File: src/rtl/irq_pending_ctrl.sv
// Interrupt pending controller: edge-detects four request lines into a pending
// vector and presents the highest-priority unmasked one until acknowledged.
module irq_pending_ctrl (
  input  logic       clk,
  input  logic       rst,
  input  logic [3:0] req,
  input  logic [3:0] mask,
  input  logic       ack,
  output logic [3:0] pend,
  output logic       irq_valid,
  output logic [1:0] irq_id,
  output logic [7:0] svc_cnt
);

  typedef enum logic [1:0] {
    IDLE    = 2'd0,
    PRESENT = 2'd1,
    GAP     = 2'd2
  } state_t;

  state_t     state, state_nxt;
  logic [3:0] req_d;
  logic [3:0] rise;
  logic [3:0] eligible;
  logic [3:0] clr;
  logic [3:0] pend_nxt;
  logic [1:0] top_id;
  logic [1:0] id_nxt;
  logic       svc;

  assign rise     = req & ~req_d;
  assign eligible = pend & ~mask;

  // Fixed priority: bit 3 wins.
  always_comb begin
    // NOTE: every output of a combinational block gets a default first so no latch is inferred.
    top_id = 2'd0;
    if (eligible[3])      top_id = 2'd3;
    else if (eligible[2]) top_id = 2'd2;
    else if (eligible[1]) top_id = 2'd1;
    else if (eligible[0]) top_id = 2'd0;
  end

  always_comb begin
    state_nxt = state;
    id_nxt    = irq_id;
    svc       = 1'b0;
    case (state)
      IDLE: begin
        if (eligible != 4'd0) begin
          id_nxt    = top_id;
          state_nxt = PRESENT;
        end
      end
      PRESENT: begin
        if (ack) begin
          svc       = 1'b1;
          state_nxt = GAP;
        end
      end
      GAP:     state_nxt = IDLE;
      default: state_nxt = IDLE;
    endcase
  end

  // Set is OR-ed in after the clear, so a rise coinciding with ack keeps the bit.
  assign clr      = svc ? (4'b0001 << irq_id) : 4'd0;
  assign pend_nxt = (pend & ~clr) | rise;

  always_ff @(posedge clk or posedge rst) begin
    if (rst) begin
      state     <= IDLE;
      req_d     <= 4'd0;
      pend      <= 4'd0;
      irq_valid <= 1'b0;
      irq_id    <= 2'd0;
      svc_cnt   <= 8'd0;
    end else begin
      // NOTE: sequential state uses non-blocking assignments so all registers update from pre-edge values.
      state     <= state_nxt;
      req_d     <= req;
      pend      <= pend_nxt;
      irq_valid <= (state_nxt == PRESENT);
      irq_id    <= id_nxt;
      if (svc) svc_cnt <= svc_cnt + 8'd1;
    end
  end

endmodule

File: config.mk
export PLATFORM = sky130hd
export DESIGN_NAME = irq_pending_ctrl
export DESIGN_NICKNAME = d
export VERILOG_FILES = /design/src/rtl/irq_pending_ctrl.sv
export SDC_FILE = /design/constraint.sdc
export NUM_CORES = 1
export LEC_CHECK = 0
export ABC_AREA = 1
export CAP_MARGIN = 10
export CORE_UTILIZATION = 35
export CTS_CLUSTER_DIAMETER = 30
export DETAILED_ROUTE_END_ITERATION = 10
export HOLD_SLACK_MARGIN = 0.15
export PLACE_DENSITY = 0.61
export SYNTH_ARGS = -nofsm -noshare
export SYNTH_HDL_FRONTEND = slang
export SYNTH_SLANG_ARGS = --single-unit
export TNS_END_PERCENT = 20
File: constraint.sdc
create_clock -name clk -period 3.2 [get_ports clk]
set_clock_uncertainty 0.2 [all_clocks]
set_input_delay 0.32 -clock clk [delete_from_list [all_inputs] [get_ports clk]]
set_output_delay 0.32 -clock clk [all_outputs]
set_load 0.01 [all_outputs]
==> results of run 1 <==
==> cell type report <==
type                            instances  share of cell area (%)
Sequential cell                        21                    41.1
Multi-Input combinational cell         75                    28.2
Timing Repair Buffer                   25                    19.6
Inverter                               20                    6.07
Tap cell                               30                    2.94
Clock buffer                            3                    1.76
Clock inverter                          1                   0.391
==> logic make-up (layout without fill, tap and decap cells) <==
group / Yosys count / in the layout / synth area share, %
AOI/OAI and AO/OA: 7 / 7 / 3.64
xor gates and xnor gates: 3 / 3 / 2.73
adders and majority gates: 1 / 1 / 1.30
buffers and inverters: 20 / 49 / 8.05
DFF: 21 / 21 / 54.5
and+or+nand+nor: 64 / 64 / 29.7
==> stage by stage <==
stage	instances	setup slack [ns]	power [mW]	hold WS, ns	cell area (sq um)
after floorplan	116	1.98	0.646	0.0965	963
after global placement	171	1.51	0.847	0.263	1250
after detailed placement	171	1.48	0.855	0.271	1250
after CTS	175	1.30	0.984	0.254	1280
after global routing	175	1.26	1.05	0.243	1280
final	175	1.33	0.967	0.239	1280
==> synthesized netlist by cell type <==
library cell   n  area, sq um
xor2_1         2         17.5
nor2_1         3         11.3
nand4_1        1         6.26
ha_1           1         12.5
nand2_2        3         18.8
nand3_4        1         17.5
dfrtp_1       21          526
o21ai_1        5         25.0
nor2_2         3         18.8
o21ai_0        2         10.0
inv_4          1         6.26
inv_1         19         71.3
nand3_1        6         30.0
nand2_4        1         11.3
nand2_1       46          173
xnor2_1        1         8.76
==> worst max-delay path by stage <==
stage / start / endpoint / slack (ns) / depth (start not counted)
final: svc_cnt[3] / svc_cnt[3] / 1.33 / 1
after global routing: svc_cnt[3] / svc_cnt[3] / 1.26 / 1
after CTS: svc_cnt[3] / svc_cnt[3] / 1.30 / 1
after detailed placement: ack / pend[3] / 1.48 / 6
after global placement: ack / pend[3] / 1.51 / 6
after floorplan: svc_cnt[1] / svc_cnt[6] / 1.98 / 6
==> power by group <==
part / leakage, nW / internal [mW] / switching, mW
sequential: 0.249 / 0.349 / 0.0959
combinational: 0.366 / 0.204 / 0.194
clock: 0.0177 / 0.0466 / 0.0773
==> flip-flops by register name, indices dropped and copies added (netlist names) <==
signal,cells
svc_cnt,8
pend,4
req_d,4
irq_id,2
state,2
irq_valid,1
==> per-layer routing <==
layer	up-vias	wire, microns	GRT usage (%)
li1	407	-	-
met1	363	887	17.9
met2	14	844	20.7
met3	2	83	5.83
met4	0	19	5.13
met5	-	0	0
==> reports/qor.yml, run 1 <==
run_status:
  status: "completed"
worst_setup_path:
  r2r_end: "svc_cnt[7]"
  arrival_ns: 1.35
  timing.rr.start: "svc_cnt[3]"
  crit_chain: "clkdlybuf4s50_1"
  critPathSlowestCell: "clkdlybuf4s50_1"
  crit_fanout: 6
  cp-end-kind: "output pin"
  start_kind: "flop"
  cpPeakStageDelay_ns: 0.58
  crit_type: "flop to output pin"
  reg2reg_depth: 7
  regToRegSetupSlack_ns: 1.89
  cp_num_buf_inv: 1
  cp.required_ns: 2.68
  path_delay_family: "buffers and inverters"
synthesis:
  ys_warn_count: 0
  synth_cell_types: 16
  syn-num-nets: 128
  syn_avg_cell_area_sq_um: 8.31
  syn-cell-area_sq_um: 963
  synth-seq-cells: 21
  netlist_instances: 116
  yosysSeqAreaShare_pct: 54.5
timing:
  slew_headroom_pct: 48.9
  fin_crit_ns: 1.87
  drv_slew: 0
  hold_viol: 0
  fmax_ghz: 0.534
  setup_viol: 0
  rsz0062_at_grt: "false"
  tns_ns: 0
  tightest_slew_ns: 0.765
  fin_crit_sh_pct: 58.5
route:
  vias_per_cell: 4.49
  dr.first_iter.drc_count: 12
  route.detailed.drc: 0
  routed-via-count: 786
  dr.pass1.iters: 4
  totalWireLength_microns: 1830
  ant_nets: 0
  wl_per_cell_microns: 10.5
job:
  maxCapViolCount: 0
power:
  p_leak_nw: 0.633
  power.density_nw_per_um2: 756
  vdd_drop_max_mv: 0.396
finish:
  layout_common_cells: "46 x nand2_1, 25 x clkdlybuf4s50_1, 21 x dfrtp_1"
  diodes: 0
  area_growth_pct: 32.7
  drive_above_1_share_pct: 8.97
  finish.net_count: 158
  fin_util_pct: 50.2
  final-seq-area_sq_um: 526
  fillCellCount: 254
  multiInputGateArea_sq_um: 360
  final_common_cell: "nand2_1"
grt:
  grt_usage_pct: 13.9
  grt_pass1_wl_microns: 2770
  grt_max_degree: 22
  antenna_found_initial: 0
  grt-ovfl-total: 0
  first_global_vias: 646
cts:
  clk_latency_ns: 0.30
  numCtsBuffers: 3
  clkSinkCount: 21
  clkTransAtPathRegs_ns: 0.11
  cts_resized: 0
  ctsHtreeMaxLevel: 1
  cts_tree: "yes"
  clockBufferDepth: 2
  clockRootBuffer: "clkbuf_4"
  post_cts_buffers: 0
  ctsHoldBuffers: 0
floorplanning:
  coreArea_sq_um: 2540
  boundaryPins: 26
  dieArea_sq_um: 2970
  rows: 18
  fp.dieW_microns: 54.5
  start_util_pct: 37.9
  die_y_microns: 54.5
place:
  numPortBuffers: 25
  gp_congestion: 0.738
  dp_hpwl_microns: 1450
worst_hold_path:
  hold_path_class: "input port to asynchronous set/reset pin"
Note: power is estimated with default switching activity, not from simulation.
==> inputs of run 2 (changes only) <==
--- a/config.mk
+++ b/config.mk
@@ -11,7 +11,7 @@
 export CTS_CLUSTER_DIAMETER = 30
 export DETAILED_ROUTE_END_ITERATION = 10
 export HOLD_SLACK_MARGIN = 0.15
-export PLACE_DENSITY = 0.61
+export PLACE_DENSITY = 0.63
 export SYNTH_ARGS = -nofsm -noshare
 export SYNTH_HDL_FRONTEND = slang
 export SYNTH_SLANG_ARGS = --single-unit
==> constraint.sdc (replaced) <==
create_clock -name clk -period 1.52 [get_ports clk]
set_clock_uncertainty 0.2 [all_clocks]
set_input_delay 0.152 -clock clk [delete_from_list [all_inputs] [get_ports clk]]
set_output_delay 0.152 -clock clk [all_outputs]
set_load 0.01 [all_outputs]
==> run 2 against run 1 <==
Net effect:
- first-iteration DRC count is the same
- final cell count grew 10%
- largest cell class unchanged
- final area rose by 10%
- sequential cell count unchanged
- core utilization grew 5.1 points
- global-route usage increased by 2.4 points
- hold slack gained 0.042 ns
- register-to-register slack worse by 1.7 ns
- combinational power increased to 2.6 times the previous value
- highest routed layer unchanged
- critical endpoint is now irq_id[0]
==> reports/qor.yml, run 2 (synthesis gave the netlist of run 1 again) <==
timing:
  tightest_slew_ns: 0.271  # was 0.765 ns
  fin_crit_sh_pct: 89.4
  hold_viol: 0  # unchanged
  fmax_ghz: 0.736
  worst_slack_ns: 0.161  # was 1.33 ns
  setup_viol: 0  # unchanged
  fin_crit_ns: 1.36
  slew_headroom_pct: 81.9  # was 48.9%
  whs_ns: 0.281  # was 0.239 ns
  drv_slew: 0  # unchanged
  tns_ns: 0  # unchanged
  rsz0062_at_grt: "false"  # unchanged
finish:
  reg_top3: "svc_cnt x8, pend x4, req_d x4"  # unchanged
  regMostFlops: "svc_cnt"  # unchanged
  final_common_cell: "nand2_1"  # unchanged
  fillCellCount: 248  # was 254
  drive_above_1_share_pct: 16.6  # was 8.97%
  layout_common_cells: "46 x nand2_1, 19 x inv_1, 19 x dfrtp_1"  # was 46 x nand2_1, 25 x clkdlybuf4s50_1, 21 x dfrtp_1
  diodes: 0  # unchanged
  finish.net_count: 176  # was 158
  largest_reg_flops: 8  # unchanged
  final-seq-area_sq_um: 528  # was 526 sq um
  area_growth_pct: 46.2  # was 32.7%
  fin_util_pct: 55.4  # was 50.2%
  design_area_sq_um: 1410  # was 1280 sq um
  multiInputGateArea_sq_um: 360  # unchanged
worst_setup_path:
  cp.required_ns: 1.17  # was 2.68 ns
  crit_chain: "dlygate4sd2_1"  # was clkdlybuf4s50_1
  cp_num_buf_inv: 1  # unchanged
  path_delay_family: "flip-flops"  # was buffers and inverters
  crit_cells: 1  # unchanged
  cpPeakStageDelay_ns: 0.42  # was 0.58 ns
  start_kind: "flop"  # unchanged
  crit_fanout: 2  # was 6
  critPathSlowestCell: "dfrtp_1"  # was clkdlybuf4s50_1
  reg2reg_depth: 7  # unchanged
  arrival_ns: 1.01  # was 1.35 ns
  cp-end-kind: "output pin"  # unchanged
  crit_type: "flop to output pin"  # unchanged
route:
  vias_per_cell: 4.49  # about the same
  dr.pass1.iters: 4  # unchanged
  routed-via-count: 866  # was 786
  totalWireLength_microns: 2010  # was 1830 microns
  ant_nets: 0  # unchanged
  route.detailed.drc: 0  # unchanged
  dr.first_iter.drc_count: 12  # unchanged
  wl_per_cell_microns: 10.4  # was 10.5 microns
cts:
  clkSinkCount: 21  # unchanged
  clockRootBuffer: "clkbuf_4"  # unchanged
  clk_latency_ns: 0.30  # about the same
  numCtsBuffers: 3  # unchanged
  ctsHtreeMaxLevel: 1  # unchanged
  cts_tree: "yes"  # unchanged
  clockBufferDepth: 2  # unchanged
  clkTransAtPathRegs_ns: 0.11  # about the same
grt:
  grt_pass1_wl_microns: 3380  # was 2770 microns
  grt-ovfl-total: 0  # unchanged
  grt_max_degree: 22  # unchanged
  first_global_vias: 765  # was 646
  grt_usage_pct: 16.3  # was 13.9%
  antenna_found_initial: 0  # unchanged
place:
  placed_cell_area_sq_um: 1280  # was 1250 sq um
  dp_slack_ns: 0.0128  # was 1.48 ns
  numPortBuffers: 25  # unchanged
  dp_hpwl_microns: 1460  # was 1450 microns
  gp_congestion: 0.788  # was 0.738
floorplanning:
  start_util_pct: 37.9  # unchanged
  dieArea_sq_um: 2970  # unchanged
  boundaryPins: 26  # unchanged
  rows: 18  # unchanged
  die_y_microns: 54.5  # unchanged
  fp.dieW_microns: 54.5  # unchanged
  coreArea_sq_um: 2540  # unchanged
power:
  p_leak_nw: 0.740  # was 0.633 nW
  power.density_nw_per_um2: 1500  # was 756 nW/um^2
  vdd_drop_max_mv: 0.900  # was 0.396 mV
worst_hold_path:
  holdPathStages: 3
  hold_path_class: "flop to flop"  # was input port to asynchronous set/reset pin
job:
  maxCapViolCount: 0  # unchanged
run_status:
  status: "completed"  # unchanged
-- run 2: cell count changes in the layout (fill, tap and decap cells not counted) --
cell / delta
buf_4: +13
dlygate4sd3_1: +5
clkdlybuf4s50_1: -15
dfrtp_1: -2
dfrtp_2: +2
clkinv_2: -1
dlygate4sd2_1: +15
clkbuf_1: +1
-- run 2: stage by stage --
step	std cells	total power, mW
final	193	2.12
after global routing	193	2.29
after CTS	193	2.15
after detailed placement	175	1.85
after global placement	175	1.83
after floorplan	116	1.36
-- run 2: worst paths after layout --
path                                  from          to  slack (ns)
worst min register to register    req_d[3]     pend[3]        0.28
worst max-delay path             irq_id[0]   irq_id[0]        0.16
worst min-delay path              req_d[3]     pend[3]        0.28
max in group asynchronous              rst  svc_cnt[3]        0.36
min in group asynchronous              rst  svc_cnt[2]        0.53
worst max register to register  svc_cnt[1]  svc_cnt[6]        0.19
-- run 2: final cells by class --
cell class / count / area share [%]
Tap cell: 30 / 2.66
Inverter: 20 / 5.51
Multi-Input combinational cell: 75 / 25.6
Clock buffer: 4 / 1.87
Timing Repair Buffer: 43 / 26.9
Sequential cell: 21 / 37.5
-- run 2: metal layers --
metal	global-route usage (%)	share of wire [%]	up-vias
met5	0	0	-
met4	2.56	0.75	0
met3	5.83	3.2	2
met2	25.8	50	9
met1	21.8	46	413
li1	-	-	442
-- run 2: tightest hold or removal path: stages, from the launching register on --
cell     delay [ns]
dfrtp_1        0.34
inv_1          0.03
nand2_1        0.04
nand2_1        0.04
-- run 2: repair_timing --
action	CTS	global route
endpoints found under the setup margin	15	0
gates resized for setup	17	0
hold buffers	5	0
endpoints found under the hold margin	25	0
buffers inserted	9	0
-- run 2: power breakdown --
group	total, mW	switching [mW]	internal [mW]
Clock	0.258	0.155	0.102
Sequential	0.846	0.107	0.739
Combinational	1.02	0.547	0.469
Total	2.12	0.809	1.31
==> edit 1, RTL diff (flow settings as in run 1) <==
Register the output `svc_cnt` once more, with the module's reset; this adds one clock of latency there. The other outputs are not delayed to match.
--- a/src/rtl/irq_pending_ctrl.sv
+++ b/src/rtl/irq_pending_ctrl.sv
@@ -17,6 +17,8 @@
     PRESENT = 2'd1,
     GAP     = 2'd2
   } state_t;
+
+  logic [7:0] svc_cnt_s0;
 
   state_t     state, state_nxt;
   logic [3:0] req_d;
@@ -74,7 +76,7 @@
       pend      <= 4'd0;
       irq_valid <= 1'b0;
       irq_id    <= 2'd0;
-      svc_cnt   <= 8'd0;
+      svc_cnt_s0 <= 8'd0;
     end else begin
       // NOTE: sequential state uses non-blocking assignments so all registers update from pre-edge values.
       state     <= state_nxt;
@@ -82,7 +84,15 @@
       pend      <= pend_nxt;
       irq_valid <= (state_nxt == PRESENT);
       irq_id    <= id_nxt;
-      if (svc) svc_cnt <= svc_cnt + 8'd1;
+      if (svc) svc_cnt_s0 <= svc_cnt_s0 + 8'd1;
+    end
+  end
+
+  always_ff @(posedge clk or posedge rst) begin
+    if (rst) begin
+      svc_cnt <= '0;
+    end else begin
+      svc_cnt <= svc_cnt_s0;
     end
   end
 
Check against the original RTL: not equivalent (Yosys sat finds a counterexample within 4 cycles, from zero or initial values and one cycle with rst high).
==> edit 1 against run 1 <==
Routed wire length rose by 5.0%. Global-route usage down 0.24 points. Sequential cell count grew 8. Die area is 16% higher. Area after synthesis up 17%. Cell area rose by 16%. Setup slack improved by 0.061 ns. Power up 18%.
==> edit 1: results <==
[clocking]
clk_latency_ns = 0.31
clock_tree.buffer_depth = 2
post_cts.repair.setup_buffers = 0
htreeDepth = 2
ctsRootBufferMaster = clkbuf_4
cts_inserted_buffers = 5
post_cts.resized_instances = 0
clk_pin_slew_worst_paths_ns = 0.08

[layout]
post_route_cells_drive_above_1_share_pct = 6.667
reg_top3 = svc_cnt (8), svc_cnt_s0 (8)
num-nets-final = 161
n_fill_cell = 302
antennaDiodeCount = 0

[route]
initialDrtViolationCount = 13
wl_met3_um = 146
detail_route.wl_per_cell_um = 9.928
drt_first_pass_iters = 6
highest-signal-layer = met4
num_vias = 826
wl_met2_um = 893
wirelength_met1_um = 846

[setup_path]
crit-reg2reg-launch = svc_cnt_s0[0]
path_max_fanout = 5
worstReg2RegEnd = svc_cnt_s0[6]
crit_path_top_delay_cell = clkdlybuf4s50_1
critical_path_arrival_ns = 1.29
crit_path_max_incr_delay_ns = 0.56
regToRegSetupSlack_ns = 1.86
r2r_depth = 6
critical-path-top-delay-family = buffers and inverters

[logic_synthesis]
synth_xor_xnor_area_share_pct = 3.108
synth_compound_area_share_pct = 3.108
synthMuxAreaShare_pct = 0
yosys.cell_types.count = 13
postSynth.topFlopCell = dfrtp_1
sequential_area_share_after_synthesis_pct = 64.37
adder_and_majority_cell_fraction_of_the_synthesized_area_pct = 1.110
post_synth_main_area_contributors = dfrtp_1, nand2_1, inv_1
yosysWarnings = 0
synth_common_cells = nand2_1, dfrtp_1, inv_1
async_reset_ff_share_pct = 100.0

[power]
vdd_drop_max_mv = 0.3156
total_leakage_power_nw = 0.7423

[placed_design]
place.gp.congestion = 0.8146
dp_hpwl_um = 1461
port_buffers = 25
minimum_setup_slack_after_placement_ns = 1.468

[global_route]
wire_length_of_the_first_global_routing_pass_um = 3408
largest_net_degree_at_the_start_of_global_routing = 21
grt_pass1_vias = 806
met1_track_demand_over_resource_pct = 15.43
globalRouteMet2Util_pct = 21.43
grt_usage_pct = 13.67
grt.met3_usage_pct = 6.374

[status]
status = finished, final reports clean

[sta]
slew_headroom_pct = 51.93
edit 1: cell types whose count changed in the layout (fill, tap and decap cells not counted), sizes merged, moves of 2 or more:
cell / delta
nand2: -10
dfrtp: +8
clkbuf: +5
inv: +3
nor2: -2
edit 1: final cells by class:
| cell class | instances | area share [%] |
|---|---|---|
| Clock buffer | 8 | 3.277 |
| Inverter | 23 | 5.798 |
| Multi-Input combinational cell | 64 | 21.18 |
| Sequential cell | 29 | 48.74 |
| Tap cell | 44 | 3.697 |
| Timing Repair Buffer | 26 | 17.31 |
edit 1: stage by stage:
step / utilization (%) / hold slack (ns) / instance area [um^2] / total power [W] / cells
after detailed placement: 47.17 / 0.1933 / 1440 / 0.0009506 / 186
after global routing: 48.77 / 0.2300 / 1489 / 0.001219 / 194
after global placement: 47.17 / 0.1909 / 1440 / 0.0009435 / 186
after CTS: 48.77 / 0.2188 / 1489 / 0.001155 / 194
final: 48.77 / 0.2187 / 1489 / 0.001137 / 194
after floorplan: - / 0.1514 / 1127 / 0.0007512 / 116
edit 1: how the worst max path moves through the flow:
stage / cells after the start / start / endpoint / slack, ns
after CTS: 1 / irq_id[1] / irq_id[1] / 1.36
after floorplan: 6 / svc_cnt_s0[0] / svc_cnt_s0[6] / 1.94
after detailed placement: 6 / ack / pend[1] / 1.47
final: 1 / irq_id[1] / irq_id[1] / 1.39
after global routing: 1 / irq_id[1] / irq_id[1] / 1.33
after global placement: 6 / ack / pend[1] / 1.46
edit 1: report_power, final:
| part | internal, W | switching, W |
|---|---|---|
| combinational | 0.000198 | 0.000177 |
| sequential | 0.000476 | 0.0000870 |
| clock | 0.0000874 | 0.000111 |
| total | 0.000762 | 0.000375 |
==> edit 2, RTL diff (flow settings as in run 1) <==
Made on the original files. Re-encode `state_t` (3 states) as one-hot, 3 bits wide.
--- a/src/rtl/irq_pending_ctrl.sv
+++ b/src/rtl/irq_pending_ctrl.sv
@@ -12,10 +12,10 @@
   output logic [7:0] svc_cnt
 );
 
-  typedef enum logic [1:0] {
-    IDLE    = 2'd0,
-    PRESENT = 2'd1,
-    GAP     = 2'd2
+  typedef enum logic [2:0] {
+    IDLE    = 3'b001,
+    PRESENT = 3'b010,
+    GAP     = 3'b100
   } state_t;
 
   state_t     state, state_nxt;
Function: no difference found for any inputs over 10 cycles, from zero or initial values and one cycle with rst high; not proved beyond that.
==> edit 2 against run 1 <==
Global-route usage is 0.19 points lower. Hold slack gained 0.025 ns. Non-clock buffer count is the same. Die area rose by 4.8%. Setup slack improved by 0.016 ns. Area after synthesis increased by 4.9%. Routed wire length is 1.3% higher. Largest cell class unchanged. Power is 7.9% lower. Register-to-register slack lost 0.21 ns. Sequential cell count increased by 1. First-iteration DRC count is 25% higher. Combinational power is 20% lower. Clock power is 21% higher. Cell area grew 3.6%.
==> edit 2: results <==
[placed_design]
place.gp.congestion = 0.7653
dp_hpwl_um = 1427

[logic_synthesis]
post-synth-top-area-fraction_pct = 51.98
syn-num-nets = 134
yosys.cell_types.count = 18
post_synth_main_area_contributors = dfrtp_1, nand2_1, inv_1
synth_common_cells = nand2_1, dfrtp_1, inv_1
sequential_area_share_after_synthesis_pct = 54.58

[sta]
fin_worst_hold_slack_ns = 0.2641
slew_headroom_pct = 45.35

[route]
initialDrtViolationCount = 15
wirelength_met1_um = 879
num_vias = 798
wl_met3_um = 66
postRouteWirelength_um = 1857

[global_route]
wire_length_of_the_first_global_routing_pass_um = 3381
met1_track_demand_over_resource_pct = 17.77
grt_usage_pct = 13.72
globalRouteMet2Util_pct = 22.03

[setup_path]
worstReg2RegEnd = irq_id[0]
path_max_fanout = 4
critPathLaunch = svc_cnt[0]
regToRegSetupSlack_ns = 1.68
crit-reg2reg-launch = state[0]

[layout]
n_fill_cell = 270
post_route_cells_drive_above_1_share_pct = 6.667

[status]
status = finished, final reports clean

[power]
total_leakage_power_nw = 0.6734
[edit 2: changes by cell type in the layout (fill, tap and decap cells not counted), moves of 2 or more]
cell      before  now
nand2_1       46   52
nand2_2        3    1
nand3_1        6    9
nand3b_1       0    3
nor2_2         3    1
o21ai_1        5    0
xor2_1         2    0
[edit 2: cells by family after synthesis]
kind of cell / count (synthesis) / synth area share, %
simple gates: 72 / 31.19
xor+xnor: 2 / 2.476
buf+inv: 21 / 8.539
compound gates: 4 / 1.979
flops: 22 / 54.58
fa+ha+maj: 1 / 1.237
[edit 2: layout make-up]
type / count / share of cell area, %
inverter: 20 / 5.666
sequential: 22 / 41.64
timing repair buffer: 25 / 18.89
multi-input combinational: 79 / 28.14
tap: 31 / 2.927
clock buffer: 4 / 2.738
[edit 2: how the worst max path moves through the flow]
stage | depth (start not counted) | slack [ns] | to
after floorplan | 5 | 1.83 | irq_id[1]
after global placement | 6 | 1.35 | pend[1]
after detailed placement | 6 | 1.33 | pend[1]
after CTS | 1 | 1.32 | svc_cnt[0]
after global routing | 1 | 1.28 | svc_cnt[0]
final | 1 | 1.34 | svc_cnt[0]
[edit 2: through the flow]
| stage | std cells | util (%) | setup slack (ns) |
|---|---|---|---|
| 5_1_grt | 181 | 48.05 | 1.277 |
| 2_1_floorplan | 122 | - | 1.830 |
| 3_3_place_gp | 177 | 46.73 | 1.349 |
| 4_1_cts | 181 | 48.05 | 1.322 |
| 3_5_place_dp | 177 | 46.73 | 1.335 |
| 6_report | 181 | 48.05 | 1.344 |
[edit 2: where the power goes]
group	leakage [nW]	switching (W)	internal, W
Combinational	0.390	0.000157	0.000161
Clock	0.0210	0.0000808	0.0000695
Sequential	0.263	0.0000694	0.000353
